### src/rtl/iosys_pkg.sv
// rtl/iosys_pkg.sv - shared types and constants for the iosys SDRAM arbiter
package iosys_pkg;

    typedef enum logic [2:0] {
        ST_IDLE,
        ST_LO,
        ST_HI,
        ST_WAIT,
        ST_DONE
    } arb_state_t;

    typedef enum logic [1:0] {
        GNT_NONE,
        GNT_P0,
        GNT_P1
    } grant_t;

    localparam logic [31:0] ADDR_LIMIT_DEFAULT = 32'h0080_0000;
    localparam int          RD_LAT_DEFAULT     = 2;

    // Half tags travelling with read strobes, and the matching SDRAM address offsets
    localparam logic       HALF_LO   = 1'b0;
    localparam logic       HALF_HI   = 1'b1;
    localparam logic [1:0] LO_OFFSET = 2'b00;
    localparam logic [1:0] HI_OFFSET = 2'b10;

endpackage

### src/rtl/iosys_rd_pipe.sv
// rtl/iosys_rd_pipe.sv - delays read strobes by RD_LAT cycles into lo/hi sample enables
module iosys_rd_pipe
    import iosys_pkg::*;
#(
    parameter int RD_LAT = RD_LAT_DEFAULT
) (
    input  logic wclk,
    input  logic resetn,
    input  logic rd_strobe,
    input  logic rd_half,
    output logic sample_lo,
    output logic sample_hi
);

    logic [RD_LAT-1:0] vld_sr;
    logic [RD_LAT-1:0] half_sr;

    always_ff @(posedge wclk or negedge resetn) begin
        if (!resetn) begin
            vld_sr  <= '0;
            half_sr <= '0;
        end else begin
            vld_sr[0]  <= rd_strobe;
            half_sr[0] <= rd_half;
            for (int i = 1; i < RD_LAT; i++) begin
                vld_sr[i]  <= vld_sr[i-1];
                half_sr[i] <= half_sr[i-1];
            end
        end
    end

    assign sample_lo = vld_sr[RD_LAT-1] && (half_sr[RD_LAT-1] == HALF_LO);
    assign sample_hi = vld_sr[RD_LAT-1] && (half_sr[RD_LAT-1] != HALF_LO);

endmodule

### src/rtl/iosys_mem_arbiter.sv
// rtl/iosys_mem_arbiter.sv - two-port 32-bit to 16-bit SDRAM arbiter, port 0 has priority
module iosys_mem_arbiter
    import iosys_pkg::*;
#(
    parameter int          RD_LAT     = RD_LAT_DEFAULT,
    parameter logic [31:0] ADDR_LIMIT = ADDR_LIMIT_DEFAULT
) (
    input  logic        wclk,
    input  logic        resetn,
    input  logic        ram_busy,
    input  logic        p0_valid,
    input  logic [31:0] p0_addr,
    input  logic [3:0]  p0_wstrb,
    input  logic [31:0] p0_wdata,
    output logic [31:0] p0_rdata,
    output logic        p0_ready,
    input  logic        p1_valid,
    input  logic [31:0] p1_addr,
    input  logic [3:0]  p1_wstrb,
    input  logic [31:0] p1_wdata,
    output logic [31:0] p1_rdata,
    output logic        p1_ready,
    output logic [22:0] rv_addr,
    output logic [15:0] rv_din,
    output logic [1:0]  rv_ds,
    output logic        rv_rd,
    output logic        rv_wr,
    input  logic [15:0] rv_dout
);

    arb_state_t  state, state_nxt;
    grant_t      grant_q;
    logic [22:2] addr_q;
    logic [3:0]  wstrb_q;
    logic [31:0] wdata_q;
    logic [31:0] rdata_q;
    logic [31:0] req_addr;
    logic        take;
    logic        oor;
    logic        is_rd;
    logic        rd_half;
    logic        sample_lo;
    logic        sample_hi;

    assign req_addr = p0_valid ? p0_addr : p1_addr;
    assign oor      = (req_addr >= ADDR_LIMIT);
    assign is_rd    = (wstrb_q == 4'b0000);
    assign rd_half  = (state == ST_HI) ? HALF_HI : HALF_LO;

    always_ff @(posedge wclk or negedge resetn) begin
        if (!resetn) begin
            state <= ST_IDLE;
        end else begin
            state <= state_nxt;
        end
    end

    // Strobes are gated by ram_busy combinationally so a busy cycle can never carry one
    always_comb begin
        state_nxt = state;
        take      = 1'b0;
        rv_addr   = '0;
        rv_din    = '0;
        rv_ds     = '0;
        rv_rd     = 1'b0;
        rv_wr     = 1'b0;
        p0_ready  = 1'b0;
        p1_ready  = 1'b0;
        p0_rdata  = '0;
        p1_rdata  = '0;
        case (state)
            ST_IDLE: begin
                if (!ram_busy && (p0_valid || p1_valid)) begin
                    take      = 1'b1;
                    state_nxt = oor ? ST_DONE : ST_LO;
                end
            end
            ST_LO: begin
                rv_addr = {addr_q, LO_OFFSET};
                rv_din  = wdata_q[15:0];
                rv_ds   = wstrb_q[1:0];
                if (!ram_busy) begin
                    rv_rd     = is_rd;
                    rv_wr     = |wstrb_q[1:0];
                    state_nxt = ST_HI;
                end
            end
            ST_HI: begin
                rv_addr = {addr_q, HI_OFFSET};
                rv_din  = wdata_q[31:16];
                rv_ds   = wstrb_q[3:2];
                if (!ram_busy) begin
                    rv_rd     = is_rd;
                    rv_wr     = |wstrb_q[3:2];
                    state_nxt = is_rd ? ST_WAIT : ST_DONE;
                end
            end
            ST_WAIT: begin
                if (sample_hi) begin
                    state_nxt = ST_DONE;
                end
            end
            ST_DONE: begin
                p0_ready  = (grant_q == GNT_P0);
                p1_ready  = (grant_q == GNT_P1);
                p0_rdata  = (grant_q == GNT_P0) ? rdata_q : '0;
                p1_rdata  = (grant_q == GNT_P1) ? rdata_q : '0;
                state_nxt = ST_IDLE;
            end
            default: state_nxt = ST_IDLE;
        endcase
    end

    // rdata is cleared at grant so writes and out-of-range accesses return zero
    always_ff @(posedge wclk or negedge resetn) begin
        if (!resetn) begin
            grant_q <= GNT_NONE;
            addr_q  <= '0;
            wstrb_q <= '0;
            wdata_q <= '0;
            rdata_q <= '0;
        end else begin
            if (take) begin
                grant_q <= p0_valid ? GNT_P0 : GNT_P1;
                addr_q  <= req_addr[22:2];
                wstrb_q <= p0_valid ? p0_wstrb : p1_wstrb;
                wdata_q <= p0_valid ? p0_wdata : p1_wdata;
                rdata_q <= '0;
            end else if (state == ST_DONE) begin
                grant_q <= GNT_NONE;
            end
            if (sample_lo) begin
                rdata_q[15:0] <= rv_dout;
            end
            if (sample_hi) begin
                rdata_q[31:16] <= rv_dout;
            end
        end
    end

    iosys_rd_pipe #(
        .RD_LAT (RD_LAT)
    ) u_rd_pipe (
        .wclk      (wclk),
        .resetn    (resetn),
        .rd_strobe (rv_rd),
        .rd_half   (rd_half),
        .sample_lo (sample_lo),
        .sample_hi (sample_hi)
    );

endmodule

### config.mk
export PLATFORM = sky130hd
export DESIGN_NAME = iosys_mem_arbiter
export DESIGN_NICKNAME = d
export VERILOG_FILES = /design/src/rtl/iosys_pkg.sv /design/src/rtl/iosys_rd_pipe.sv /design/src/rtl/iosys_mem_arbiter.sv
export SDC_FILE = /design/constraint.sdc
export NUM_CORES = 1
export LEC_CHECK = 0
export BUFFER_PORTS_ARGS = -buffer_cell sky130_fd_sc_hd__buf_2
export CORE_AREA = 4 4 117 119
export CTS_CLUSTER_SIZE = 40
export DETAILED_ROUTE_END_ITERATION = 12
export DIE_AREA = 0 0 121 123
export GPL_TIMING_DRIVEN = 0
export HOLD_SLACK_MARGIN = 0.15
export PLACE_DENSITY = 0.82
export SLEW_MARGIN = 10
export SYNTH_ARGS = -nofsm -noshare
export SYNTH_HDL_FRONTEND = slang
export SYNTH_SLANG_ARGS = --single-unit
### constraint.sdc
create_clock -name wclk -period 1.5 [get_ports wclk]
set_input_delay 0.3 -clock wclk [delete_from_list [all_inputs] [get_ports wclk]]
set_output_delay 0.3 -clock wclk [all_outputs]
set_load 0.02 [all_outputs]
# After elaboration in Yosys (flattened, before gate mapping)
# Index checks and enable logic that the tools add are counted.
# totals
register_bits	98
output_inout_bits	109
input_bits	157
# op_classes
n_eq_ne	10
n_mux	33
n_lt_le_gt_ge	1
n_bitwise	1
n_reduce_logical	14
# op_table
operator	n
$mux 32	7
$pmux 23 s2	1
$ge 32x24->1 const B	1
$mux 16	2
$pmux 16 s2	1
$mux 3	6
$pmux 3 s4	1
$mux 1	9
$ne 2x2->1 const B	4
$eq 3x2->1 const B	2
$mux 2	3
$reduce_bool 2->1	3
$reduce_or 2->1	3
$logic_not 4->1	1
$mux 4	1
$pmux 2 s2	1
$reduce_and 4->1	1
$eq 3x1->1 const B	1
$eq 3x3->1 const B	1
$logic_and 1x1->1	3
$logic_not 3->1	1
$eq 2x1->1 const B	1
$eq 2x2->1 const B	1
$pmux 1 s2	1
other kinds (3)	3

# Logic depth before layout (Yosys ltp)
# Gate-level depths: netlist of run 1.
# depth
depth_word	6
depth_mapped	7
ltp_nobuf	4

# Cells and area by module
# A second synthesis of run 1 with hierarchy kept.
# hier_totals
hier_cells	566
area_unflattened_um2	5245.0
# modules_own_cells
mod	cells_per_inst	area_each_um2	n_inst	seq_area_each_um2
iosys_mem_arbiter	560	5128.7	1	2352.3
iosys_rd_pipe	6	116.4	1	100.1

# Least setup slack after synthesis of run 1
# Ideal clock, no wire load.
# synth_path
path_kind	flip-flop to output port
startpoint	reg state[0]
endpoint	out rv_rd
slack_ns	-0.318
required_time_ns	1.200
n_path_buf	2
t_arrival_ns	1.518
path_stages_with_launch	6
path_cell_list	dfrtp_1 buf_4 nor3b_2 nor2_1 buf_2 nor3_1
# synth_between
elab_chain_len	3
elab_cells_between_ends	4
# synth_rtl
item	line	rtl
start, declared	iosys_mem_arbiter.sv:31	arb_state_t state, state_nxt;
start signal, assigned	iosys_mem_arbiter.sv:54	state <= state_nxt;
$eq 3x2->1 or $eq 3x1->1 (tied branches)	iosys_mem_arbiter.sv:71	case (state)
$reduce_or 2->1 (no source line) (*)	--	
$mux 1 (*)	--	
end, declared	iosys_mem_arbiter.sv:26	output logic rv_rd,
# Every way passes the cells marked *; elsewhere a longest branch is shown, timed or not.

# Worst setup path after layout of run 1
# layout_path
startpoint	reg state[1]
endpoint	out p0_rdata[12]
# layout_between
elab_chain_len	2
# layout_rtl
item	line	rtl
$eq 3x3->1	iosys_mem_arbiter.sv:71	
$mux 32	iosys_mem_arbiter.sv:71	
end, declared	iosys_mem_arbiter.sv:15	output logic [31:0] p0_rdata,
# No other way between the ends.

==> impl_metrics.env, run 1 <==
export IMPL_drt_vias_per_instance=5.240
export IMPL_fin_setup_tns_ns=-68.09
export IMPL_synth_top_area_share=0.4696
export IMPL_overflow=0
export IMPL_track_usage=0.2419
export IMPL_coreArea_sq_um=12570
export IMPL_grt_pass1_wl_um=27830
export IMPL_syn_area_sq_um=5223
export IMPL_cts_buffer_depth=2
export IMPL_critPathArrivalTime_ns=1.83
export IMPL_hpwlAfterDp_um=12950
export IMPL_ctsRootBufferMaster="clkbuf_16"
export IMPL_fin_nets=1033
export IMPL_worstPathRequired_ns=1.20
export IMPL_status="complete, but fails checks"
export IMPL_area_growth_pct=67.85
export IMPL_synth_nets=720
export IMPL_clk_pin_slew_ns=0.06
export IMPL_tritoncts="done"
export IMPL_initial_utilization=0.4155
export IMPL_setup_viol=200
export IMPL_synth_distinct_cells=34
export IMPL_numPortBuffers=259
export IMPL_cts_max_level=3
export IMPL_syn_mean_instance_area_sq_um=9.276
export IMPL_r2r_slack_ns=-0.15
export IMPL_final_cell_mix="buf_2 (187), nand2_1 (114), buf_6 (97), dfrtp_1 (97), and2_4 (62)"
export IMPL_dpl_cell_area_sq_um=7014
export IMPL_clkLatencyLatePin_ns=0.34
export IMPL_routed_wl_um=20030
export IMPL_internal_power_uw=4849
export IMPL_path_class="flip-flop to primary output"
export IMPL_p_total_uw=6611
export IMPL_num_vias=5513
export IMPL_drt_iter0_drc=430
export IMPL_rsz0062_at_grt="yes"
export IMPL_cts_buffers=9
export IMPL_final_area_sq_um=8766
export IMPL_p_seq_frac=0.477
export IMPL_synth_area_top_cells="dfrtp_1 (47%), mux2i_1 (11%), nand2_1 (8.9%), and2_1 (7.8%), o21ai_0 (5.8%)"
export IMPL_wl_per_cell_um=19.04
export IMPL_fmax_mhz=468.6
export IMPL_relSlewSlack=0.6492
export IMPL_rows=41
export IMPL_synth_seq_area_share=0.4696
export IMPL_period_share=1.423
export IMPL_antenna_found_initial=0
export IMPL_globalplace_congestion=0.8558
export IMPL_start_kind="flip-flop"
export IMPL_die_y_um=123
export IMPL_synth_seq_cells=98
export IMPL_violations="negative setup slack"
export IMPL_p_comb_frac=0.191
export IMPL_end_kind="primary output"
export IMPL_maxCapViolations=0
export IMPL_yosys_area_top_type="dfrtp_1"
export IMPL_setup_ws_ns=-0.6339
export IMPL_power_leakage_uw=0.004619
export IMPL_worstPathMaxFanout=8
export IMPL_final_common_cell="buf_2"
export IMPL_dieArea_sq_um=14880
export IMPL_grt_pass1_vias=5326
export IMPL_die_w_um=121
export IMPL_ir_worst_vdd_mv=0.5180
export IMPL_grt_max_degree=62
export IMPL_hold_path_class="input port to flip-flop"
export IMPL_worst_pin_slew_ns=0.5262
export IMPL_p_clk_frac=0.333
export IMPL_drive_gt1_frac=0.5358
export IMPL_p_sw_uw=1762
export IMPL_fin_skew_ns=0.006088
export IMPL_synth_cells=563
export IMPL_drc_errors=0
export IMPL_clkSinkCount=98
export IMPL_p_per_area_nw_per_um2=754.2
export IMPL_io_pins=266
export IMPL_min_period_ns=2.134
export IMPL_ant_nets=0
export IMPL_first_pass_iters=4
export IMPL_hold_viol=0
export IMPL_yosys_warnings=0
export IMPL_drv_slew=0
export IMPL_sw_frac_of_total=0.2665
-- state kept, by name, indices dropped and copies added (netlist names) --
name / cells
u_rd_pipe.half_sr: 2
addr_q: 21
wdata_q: 32
rdata_q: 32
u_rd_pipe.vld_sr: 2
grant_q: 2
state: 3
wstrb_q: 4
-- worst paths after layout --
| check | start | endpoint | cells after the start |
|---|---|---|---|
| setup / recovery | state[1] | p0_rdata[12] | 8 |
| hold / removal | rv_dout[0] | rdata_q[0] | 3 |
| setup reg to reg | state[1] | rdata_q[28] | 9 |
| hold reg to reg | u_rd_pipe.half_sr[0] | u_rd_pipe.half_sr[1] | 0 |
| max in group asynchronous | resetn | wdata_q[4] | 3 |
| min in group asynchronous | resetn | rdata_q[6] | 2 |
-- worst max-delay path, cell delays in order (launching register included) --
cell	delay, ns
dfrtp_1	0.38
buf_6	0.13
nor2_8	0.11
nand2_4	0.08
nor3b_4	0.22
buf_12	0.18
clkbuf_16	0.15
and2_4	0.14
buf_6	0.11
-- routing by layer --
layer | global-route usage | part of all wire
met5 | 0 | 0
met1 | 0.2715 | 0.37
met2 | 0.4502 | 0.52
met3 | 0.04483 | 0.066
met4 | 0.1006 | 0.042
-- cells by family (layout without fill, tap and decap cells) --
logic type	count (synthesis)	in the layout	synth area share
AO/OA/AOI/OAI	87	88	0.09966
other	1	2	0.0007180
AND/OR/NAND/NOR	273	273	0.2664
buffers and inverters	47	362	0.05438
multiplexers	57	57	0.1092
flip-flops	98	98	0.4696
-- metrics by stage --
stage / hold slack [ns] / util / std cells / setup slack [ns]
6_report: 0.1584 / 0.6975 / 1052 / -0.6339
5_1_grt: 0.1538 / 0.6973 / 1051 / -0.7120
4_1_cts: 0.1514 / 0.6553 / 1029 / -0.6484
3_5_place_dp: 0.3191 / 0.5581 / 995 / -0.4538
3_3_place_gp: 0.3337 / 0.5557 / 994 / -1.092
2_1_floorplan: 0.004409 / - / 563 / -0.1235
-- power by group through the flow --
stage,Clock [uW],Combinational (uW),Sequential [uW]
floorplan,0,513,3130
global placement,0,875,3170
detailed placement,0,916,3190
CTS,2240,1040,3140
global route,2370,1380,3190
finish,2200,1260,3150
-- Yosys cell counts, drive strengths merged --
master / count
nor2: 7
or4: 1
o22ai: 1
nand2: 125
o21ai: 62
buf: 32
a311oi: 1
nand3: 36
a211oi: 1
clkbuf: 14
and4b: 1
a22o: 18
or3: 1
o211ai: 2
mux2i: 57
nor3: 3
a21oi: 2
nor3b: 3
and2: 65
nor4: 4
conb: 1
inv: 1
nor2b: 24
nand2b: 2
nor4b: 1
dfrtp: 98
-- area by class of cell --
class                      count  area (sq um)
clock inverter                 2         12.51
tap                          172         215.2
inverter                       1         3.754
multi-input combinational    419          2888
clock buffer                  12         266.5
antenna                        1         2.502
timing repair buffer         302          2474
fill                         921          3802
buffer                        45         450.4
sequential                    98          2454
-- repair_timing --
action,CTS,global route
buffers inserted,14,8
resized for setup,245,76
hold endpoints to repair,38,0
hold buffers,2,0
setup endpoints to repair,192,201
pin swaps,10,10
gates cloned,5,14
Power figures use the tool's default switching activity.
==> inputs of run 2 (changes only) <==
--- a/config.mk
+++ b/config.mk
@@ -6,13 +6,15 @@
 export NUM_CORES = 1
 export LEC_CHECK = 0
 export BUFFER_PORTS_ARGS = -buffer_cell sky130_fd_sc_hd__buf_2
-export CORE_AREA = 4 4 117 119
+export CORE_AREA = 4 4 129 131
+export CTS_BUF_LIST = sky130_fd_sc_hd__clkbuf_16
 export CTS_CLUSTER_SIZE = 40
 export DETAILED_ROUTE_END_ITERATION = 12
-export DIE_AREA = 0 0 121 123
+export DIE_AREA = 0 0 133 135
 export GPL_TIMING_DRIVEN = 0
 export HOLD_SLACK_MARGIN = 0.15
-export PLACE_DENSITY = 0.82
+export PLACE_DENSITY = 0.7
+export SETUP_SLACK_MARGIN = 0.05
 export SLEW_MARGIN = 10
 export SYNTH_ARGS = -nofsm -noshare
 export SYNTH_HDL_FRONTEND = slang
==> run 2 against run 1 <==
Against the previous run:
- the run still ends with negative setup slack left
- critical path type unchanged
- largest power group unchanged
- critical path depth stayed put
- combinational power grew 7%
- clock power about the same
- utilization is 11 points lower
- largest cell class is now multi-input combinational cells
- global-route usage fell by 4.1 points
- non-clock buffer count increased by 4
- sequential power about the same
- final cell count increased by 4.6%
==> impl_metrics.env, run 2 (same netlist as run 1, synthesis figures left out) <==
export IMPL_hpwlAfterDp_um=13100
export IMPL_end_kind="primary output"
export IMPL_start_kind="flip-flop"
export IMPL_dieArea_sq_um=17960
export IMPL_p_seq_frac=0.470
export IMPL_num_vias=5238
export IMPL_power_leakage_uw=0.004717
export IMPL_sw_frac_of_total=0.2824
export IMPL_drc_errors=0
export IMPL_ir_worst_vdd_mv=0.4845
export IMPL_p_clk_frac=0.329
export IMPL_p_comb_frac=0.201
export IMPL_fin_setup_tns_ns=-71.92
export IMPL_hold_path_class="input port to flip-flop"
export IMPL_wl_met2_um=10250
export IMPL_cts_buffer_depth=2
export IMPL_overflow=0
export IMPL_status="complete, but fails checks"
export IMPL_numPortBuffers=259
export IMPL_grt_max_degree=55
export IMPL_wl_per_cell_um=17.41
export IMPL_first_pass_iters=4
export IMPL_p_total_uw=6697
export IMPL_area_growth_pct=74.34
export IMPL_antenna_found_initial=1
export IMPL_n_fill_cell=1332
export IMPL_min_period_ns=2.164
export IMPL_die_y_um=135
export IMPL_setup_ws_ns=-0.6644
export IMPL_rsz0062_at_grt="yes"
export IMPL_violations="negative setup slack"
export IMPL_track_usage=0.2010
export IMPL_cts_max_level=3
export IMPL_tritoncts="done"
export IMPL_io_pins=266
export IMPL_ctsRootBufferMaster="clkbuf_16"
export IMPL_p_per_area_nw_per_um2=735.6
export IMPL_period_share=1.443
export IMPL_internal_power_uw=4806
export IMPL_ant_nets=0
export IMPL_wl_met3_um=1192
export IMPL_drv_slew=0
export IMPL_fin_skew_ns=0.007049
export IMPL_coreArea_sq_um=15600
export IMPL_drive_gt1_frac=0.5622
export IMPL_final_cell_mix="buf_2 (171), nand2_1 (121), buf_6 (112), dfrtp_1 (96), mux2i_1 (57)"
export IMPL_grt_pass1_wl_um=28310
export IMPL_wl_met1_um=7277
export IMPL_fmax_mhz=462.0
export IMPL_reg_top3="rdata_q: 32 flops, wdata_q: 32 flops, addr_q: 21 flops"
export IMPL_r2r_slack_ns=-0.15
export IMPL_highest_layer="met5"
export IMPL_grt_pass1_vias=5202
export IMPL_worstPathMaxFanout=10
export IMPL_clkSinkCount=98
export IMPL_globalplace_congestion=0.8302
export IMPL_worstPathRequired_ns=1.20
export IMPL_initial_utilization=0.3348
export IMPL_final_common_cell="buf_2"
export IMPL_rows=46
export IMPL_hold_viol=0
export IMPL_die_w_um=133
export IMPL_maxCapViolations=0
export IMPL_fin_nets=1036
export IMPL_drt_vias_per_instance=4.762
export IMPL_critPathArrivalTime_ns=1.86
export IMPL_path_class="flip-flop to primary output"
export IMPL_p_sw_uw=1892
export IMPL_setup_viol=201
export IMPL_clkLatencyLatePin_ns=0.35
export IMPL_routed_wl_um=19150
export IMPL_n_antenna_cell=0
export IMPL_clk_pin_slew_ns=0.07
export IMPL_cts_buffers=9
export IMPL_drt_iter0_drc=226
[run 2: cell count changes in the layout (fill, tap and decap cells not counted), sizes merged]
cell	previous run	this run
o211ai	3	2
clkinvlp	1	4
buf	324	325
dlygate4sd3	2	7
inv	1	2
clkbuf	33	28
diode	1	0
clkinv	1	2
[run 2: cell type report]
cell class	instances	area, sq um	area share
Multi-Input combinational cell	418	3050	0.3350
Timing Repair Buffer	310	2595	0.2850
Sequential cell	98	2455	0.2696
Buffer	41	450.4	0.04947
Tap cell	216	270.3	0.02968
Clock buffer	9	225.2	0.02474
Clock inverter	7	55.05	0.006046
Inverter	1	3.754	0.0004123
[run 2: power by group through the flow]
stage | clock network [uW] | logic, uW | registers, uW
floorplan | 0 | 533 | 3140
global placement | 0 | 911 | 3180
detailed placement | 0 | 943 | 3200
CTS | 2280 | 1130 | 3140
global route | 2370 | 1480 | 3180
finish | 2200 | 1350 | 3150
[run 2: path summary, 6_finish.rpt]
| kind | startpoint | end | cells past startpoint |
|---|---|---|---|
| hold reg to reg | u_rd_pipe.half_sr[0] | u_rd_pipe.half_sr[1] | 0 |
| hold / removal | rv_dout[5] | rdata_q[5] | 3 |
| setup reg to reg | state[0] | wdata_q[19] | 9 |
| max in group asynchronous | resetn | wstrb_q[0] | 3 |
| min in group asynchronous | resetn | addr_q[4] | 2 |
| setup / recovery | state[1] | rv_addr[12] | 8 |
[run 2: critical path, stage by stage, from the launching register on]
cell	delay, ns
dfrtp_1	0.37
buf_6	0.13
buf_12	0.12
nor3b_4	0.15
buf_4	0.14
nor2_4	0.18
buf_12	0.21
nor2b_4	0.05
buf_2	0.16
[run 2: timing repair]
action | in CTS | in global routing
resized for setup | 231 | 148
cloned | 5 | 11
setup endpoints to repair | 201 | 203
buffers inserted | 22 | 5
pin swaps | 14 | 23
hold buffers | 7 | 0
hold endpoints to repair | 52 | 0
[run 2: layer usage]
layer / track usage / up-vias
li1: - / 2534
met1: 0.2435 / 2450
met2: 0.3617 / 227
met3: 0.03800 / 25
met4: 0.06293 / 2
met5: 0 / -
[run 2: metrics by stage]
stage | hold slack (ns) | area (sq um) | std cells | setup slack [ns] | util
CTS | 0.1624 | 8416 | 1087 | -0.6734 | 0.5395
floorplan | 0.004409 | 5570 | 563 | -0.1235 | -
global placement | 0.3348 | 7137 | 1038 | -1.163 | 0.4576
detailed placement | 0.2668 | 7171 | 1039 | -0.4437 | 0.4597
finish | 0.1765 | 9105 | 1100 | -0.6644 | 0.5837
global route | 0.1756 | 9105 | 1100 | -0.7391 | 0.5837
==> inputs of run 3 (changes only) <==
--- a/config.mk
+++ b/config.mk
@@ -13,7 +13,6 @@
 export DIE_AREA = 0 0 133 135
 export GPL_TIMING_DRIVEN = 0
 export HOLD_SLACK_MARGIN = 0.15
-export PLACE_DENSITY = 0.7
 export SETUP_SLACK_MARGIN = 0.05
 export SLEW_MARGIN = 10
 export SYNTH_ARGS = -nofsm -noshare
==> constraint.sdc (replaced) <==
create_clock -name wclk -period 1.5 [get_ports wclk]
set_input_delay 0.075 -clock wclk [delete_from_list [all_inputs] [get_ports wclk]]
set_output_delay 0.075 -clock wclk [all_outputs]
set_load 0.02 [all_outputs]
==> run 3 against run 2 <==
Against the previous run:
- the flow still finishes with violations (negative setup slack)
- wire length up 15%
- sequential power barely moved
- register-to-register slack improved by 0.02 ns
- non-clock buffer count rose by 142
- worst setup slack improved by 0.24 ns
- die area did not move
- flip-flop and latch count stayed put
- count of clock-buffer cells in the layout unchanged
- hold slack worse by 0.039 ns
- total power up 8.5%
- largest cell class is now buffers
==> impl_metrics.env, run 3 (same netlist as run 1, synthesis figures left out) <==
export IMPL_initial_utilization=0.3348
export IMPL_setup_viol=200
export IMPL_multi_input_area_sq_um=2856
export IMPL_max_stage_delay_ns=0.38
export IMPL_tritoncts="done"
export IMPL_fin_skew_ns=0.009282
export IMPL_grt_pass1_vias=6138
export IMPL_min_delay_start="p0_addr[23]"
export IMPL_setup_ws_ns=-0.4221
export IMPL_cp_top_family="buffers and inverters"
export IMPL_power_leakage_uw=0.005243
export IMPL_rows=46
export IMPL_p_sw_uw=1920
export IMPL_regArea_sq_um=2455
export IMPL_overflow=0
export IMPL_final_common_cell="buf_2"
export IMPL_final_cell_mix="buf_2 (155), dlygate4sd3_1 (134), buf_6 (131), nand2_1 (116), dfrtp_1 (96)"
export IMPL_crit_start="state[1]"
export IMPL_fmax_mhz=520.3
export IMPL_antenna_found_initial=1
export IMPL_track_usage=0.2309
export IMPL_cts_buffer_depth=2
export IMPL_p_per_area_nw_per_um2=699.3
export IMPL_worstPathRequired_ns=1.42
export IMPL_min_period_ns=1.922
export IMPL_n_fill_cell=1169
export IMPL_start_kind="flip-flop"
export IMPL_num_vias=5906
export IMPL_die_w_um=133
export IMPL_drive_gt1_frac=0.4639
export IMPL_final_cells=1243
export IMPL_clkLatencyLatePin_ns=0.35
export IMPL_ir_worst_vdd_mv=0.5712
export IMPL_critPathArrivalTime_ns=1.85
export IMPL_drt_vias_per_instance=4.751
export IMPL_path_class="flip-flop to primary output"
export IMPL_cts_buffers=9
export IMPL_io_pins=266
export IMPL_clk_pin_slew_ns=0.07
export IMPL_hold_path_class="input port to flip-flop"
export IMPL_p_seq_frac=0.431
export IMPL_worstPathMaxFanout=5
export IMPL_dpl_cell_count=1039
export IMPL_wl_per_cell_um=17.73
export IMPL_coreArea_sq_um=15600
export IMPL_cp_num_buf_inv=5
export IMPL_ctsRootBufferMaster="clkbuf_16"
export IMPL_numPortBuffers=259
export IMPL_die_y_um=135
export IMPL_critPathSlowestCell="dfrtp_1"
export IMPL_status="complete, but fails checks"
export IMPL_internal_power_uw=5345
export IMPL_worstReg2RegStart="state[0]"
export IMPL_reg_top3="rdata_q: 32 flops, wdata_q: 32 flops, addr_q: 21 flops"
export IMPL_area_growth_pct=98.95
export IMPL_clkSinkCount=98
export IMPL_routed_wl_um=22040
export IMPL_hold_viol=0
export IMPL_fin_setup_tns_ns=-45.42
export IMPL_grt_pass1_wl_um=32580
export IMPL_p_comb_frac=0.221
export IMPL_period_share=1.281
export IMPL_p_clk_frac=0.348
export IMPL_dieArea_sq_um=17960
export IMPL_maxCapViolations=0
export IMPL_fin_nets=1178
export IMPL_path_cells="buf_6, buf_4, nor2_4, nor2_4, buf_12, buf_12, nor2b_1, buf_4"
export IMPL_cts_max_level=3
export IMPL_grt_max_degree=74
export IMPL_globalplace_congestion=0.7920
export IMPL_drv_slew=0
export IMPL_drt_iter0_drc=232
export IMPL_hpwlAfterDp_um=13490
export IMPL_end_kind="primary output"
export IMPL_p_total_uw=7266
export IMPL_violations="negative setup slack"
export IMPL_rsz0062_at_grt="yes"
export IMPL_sw_frac_of_total=0.2643
export IMPL_first_pass_iters=4
export IMPL_drc_errors=0
export IMPL_ant_nets=0
-- run 3: cell count changes in the layout (fill, tap and decap cells not counted), sizes merged --
cell / before / now
dlygate4sd3: 7 / 134
buf: 325 / 340
clkinvlp: 4 / 1
bufinv: 0 / 2
clkbuf: 28 / 27
diode: 0 / 1
dlymetal6s4s: 0 / 1
inv: 2 / 3
-- run 3: metrics by stage --
| stage | hold slack, ns | utilization | setup WS, ns | cell area, sq um |
|---|---|---|---|---|
| final | 0.1376 | 0.6661 | -0.4221 | 10390 |
| after CTS | 0.1737 | 0.6253 | -0.3971 | 9753 |
| after floorplan | -0.2206 | - | 0.05620 | 5260 |
| after global routing | 0.1638 | 0.6661 | -0.4899 | 10390 |
| after detailed placement | -0.03732 | 0.4398 | -0.2708 | 6860 |
| after global placement | 0.2827 | 0.4377 | -0.8038 | 6827 |
-- run 3: final timing paths --
path / endpoint / slack [ns] / cells after the start
worst max-delay path: rv_addr[21] / -0.42 / 8
worst min-delay path: state[2] / 0.14 / 5
worst max register to register: rdata_q[31] / -0.13 / 10
worst min register to register: u_rd_pipe.half_sr[1] / 0.35 / 0
max in group asynchronous: wstrb_q[0] / 0.65 / 3
min in group asynchronous: addr_q[7] / 0.16 / 2
-- run 3: worst register-to-register path, cell delays in order, from the launching register on --
cell and delay, ns:
dfrtp_1 0.37, buf_6 0.14, nor2_8 0.12, buf_4 0.12, buf_6 0.09, o211ai_4 0.08
buf_6 0.16, clkbuf_16 0.17, clkbuf_16 0.15, nand3_1 0.08, nand2_1 0.06
-- run 3: area by class of cell --
type | instances | share of cell area
sequential | 98 | 0.2363
timing repair buffer | 450 | 0.3885
antenna | 1 | 0.0002408
clock inverter | 7 | 0.009032
clock buffer | 9 | 0.02168
inverter | 1 | 0.0003613
tap | 216 | 0.02601
buffer | 43 | 0.04299
multi-input combinational | 418 | 0.2749
-- run 3: repair_timing --
action / in CTS / in global routing
endpoints found under the setup margin: 202 / 202
endpoints found under the hold margin: 189 / 0
gates cloned: 6 / 10
hold buffers: 136 / 0
pin swaps: 14 / 18
gates resized for setup: 307 / 144
setup buffers: 28 / 12
-- run 3: metal layers --
layer  share of wire  global-route usage
met1            0.39              0.2658
met3           0.053             0.04508
met4           0.021             0.08256
met2            0.54              0.4261
met5               0                   0
-- run 3: power by group through the flow --
stage / Combinational, uW / Clock [uW] / Sequential, uW
after floorplan: 504 / 0 / 3110
after global placement: 891 / 0 / 3150
after detailed placement: 917 / 0 / 3170
after CTS: 1380 / 2550 / 3110
after global routing: 1740 / 2670 / 3170
final: 1600 / 2530 / 3130
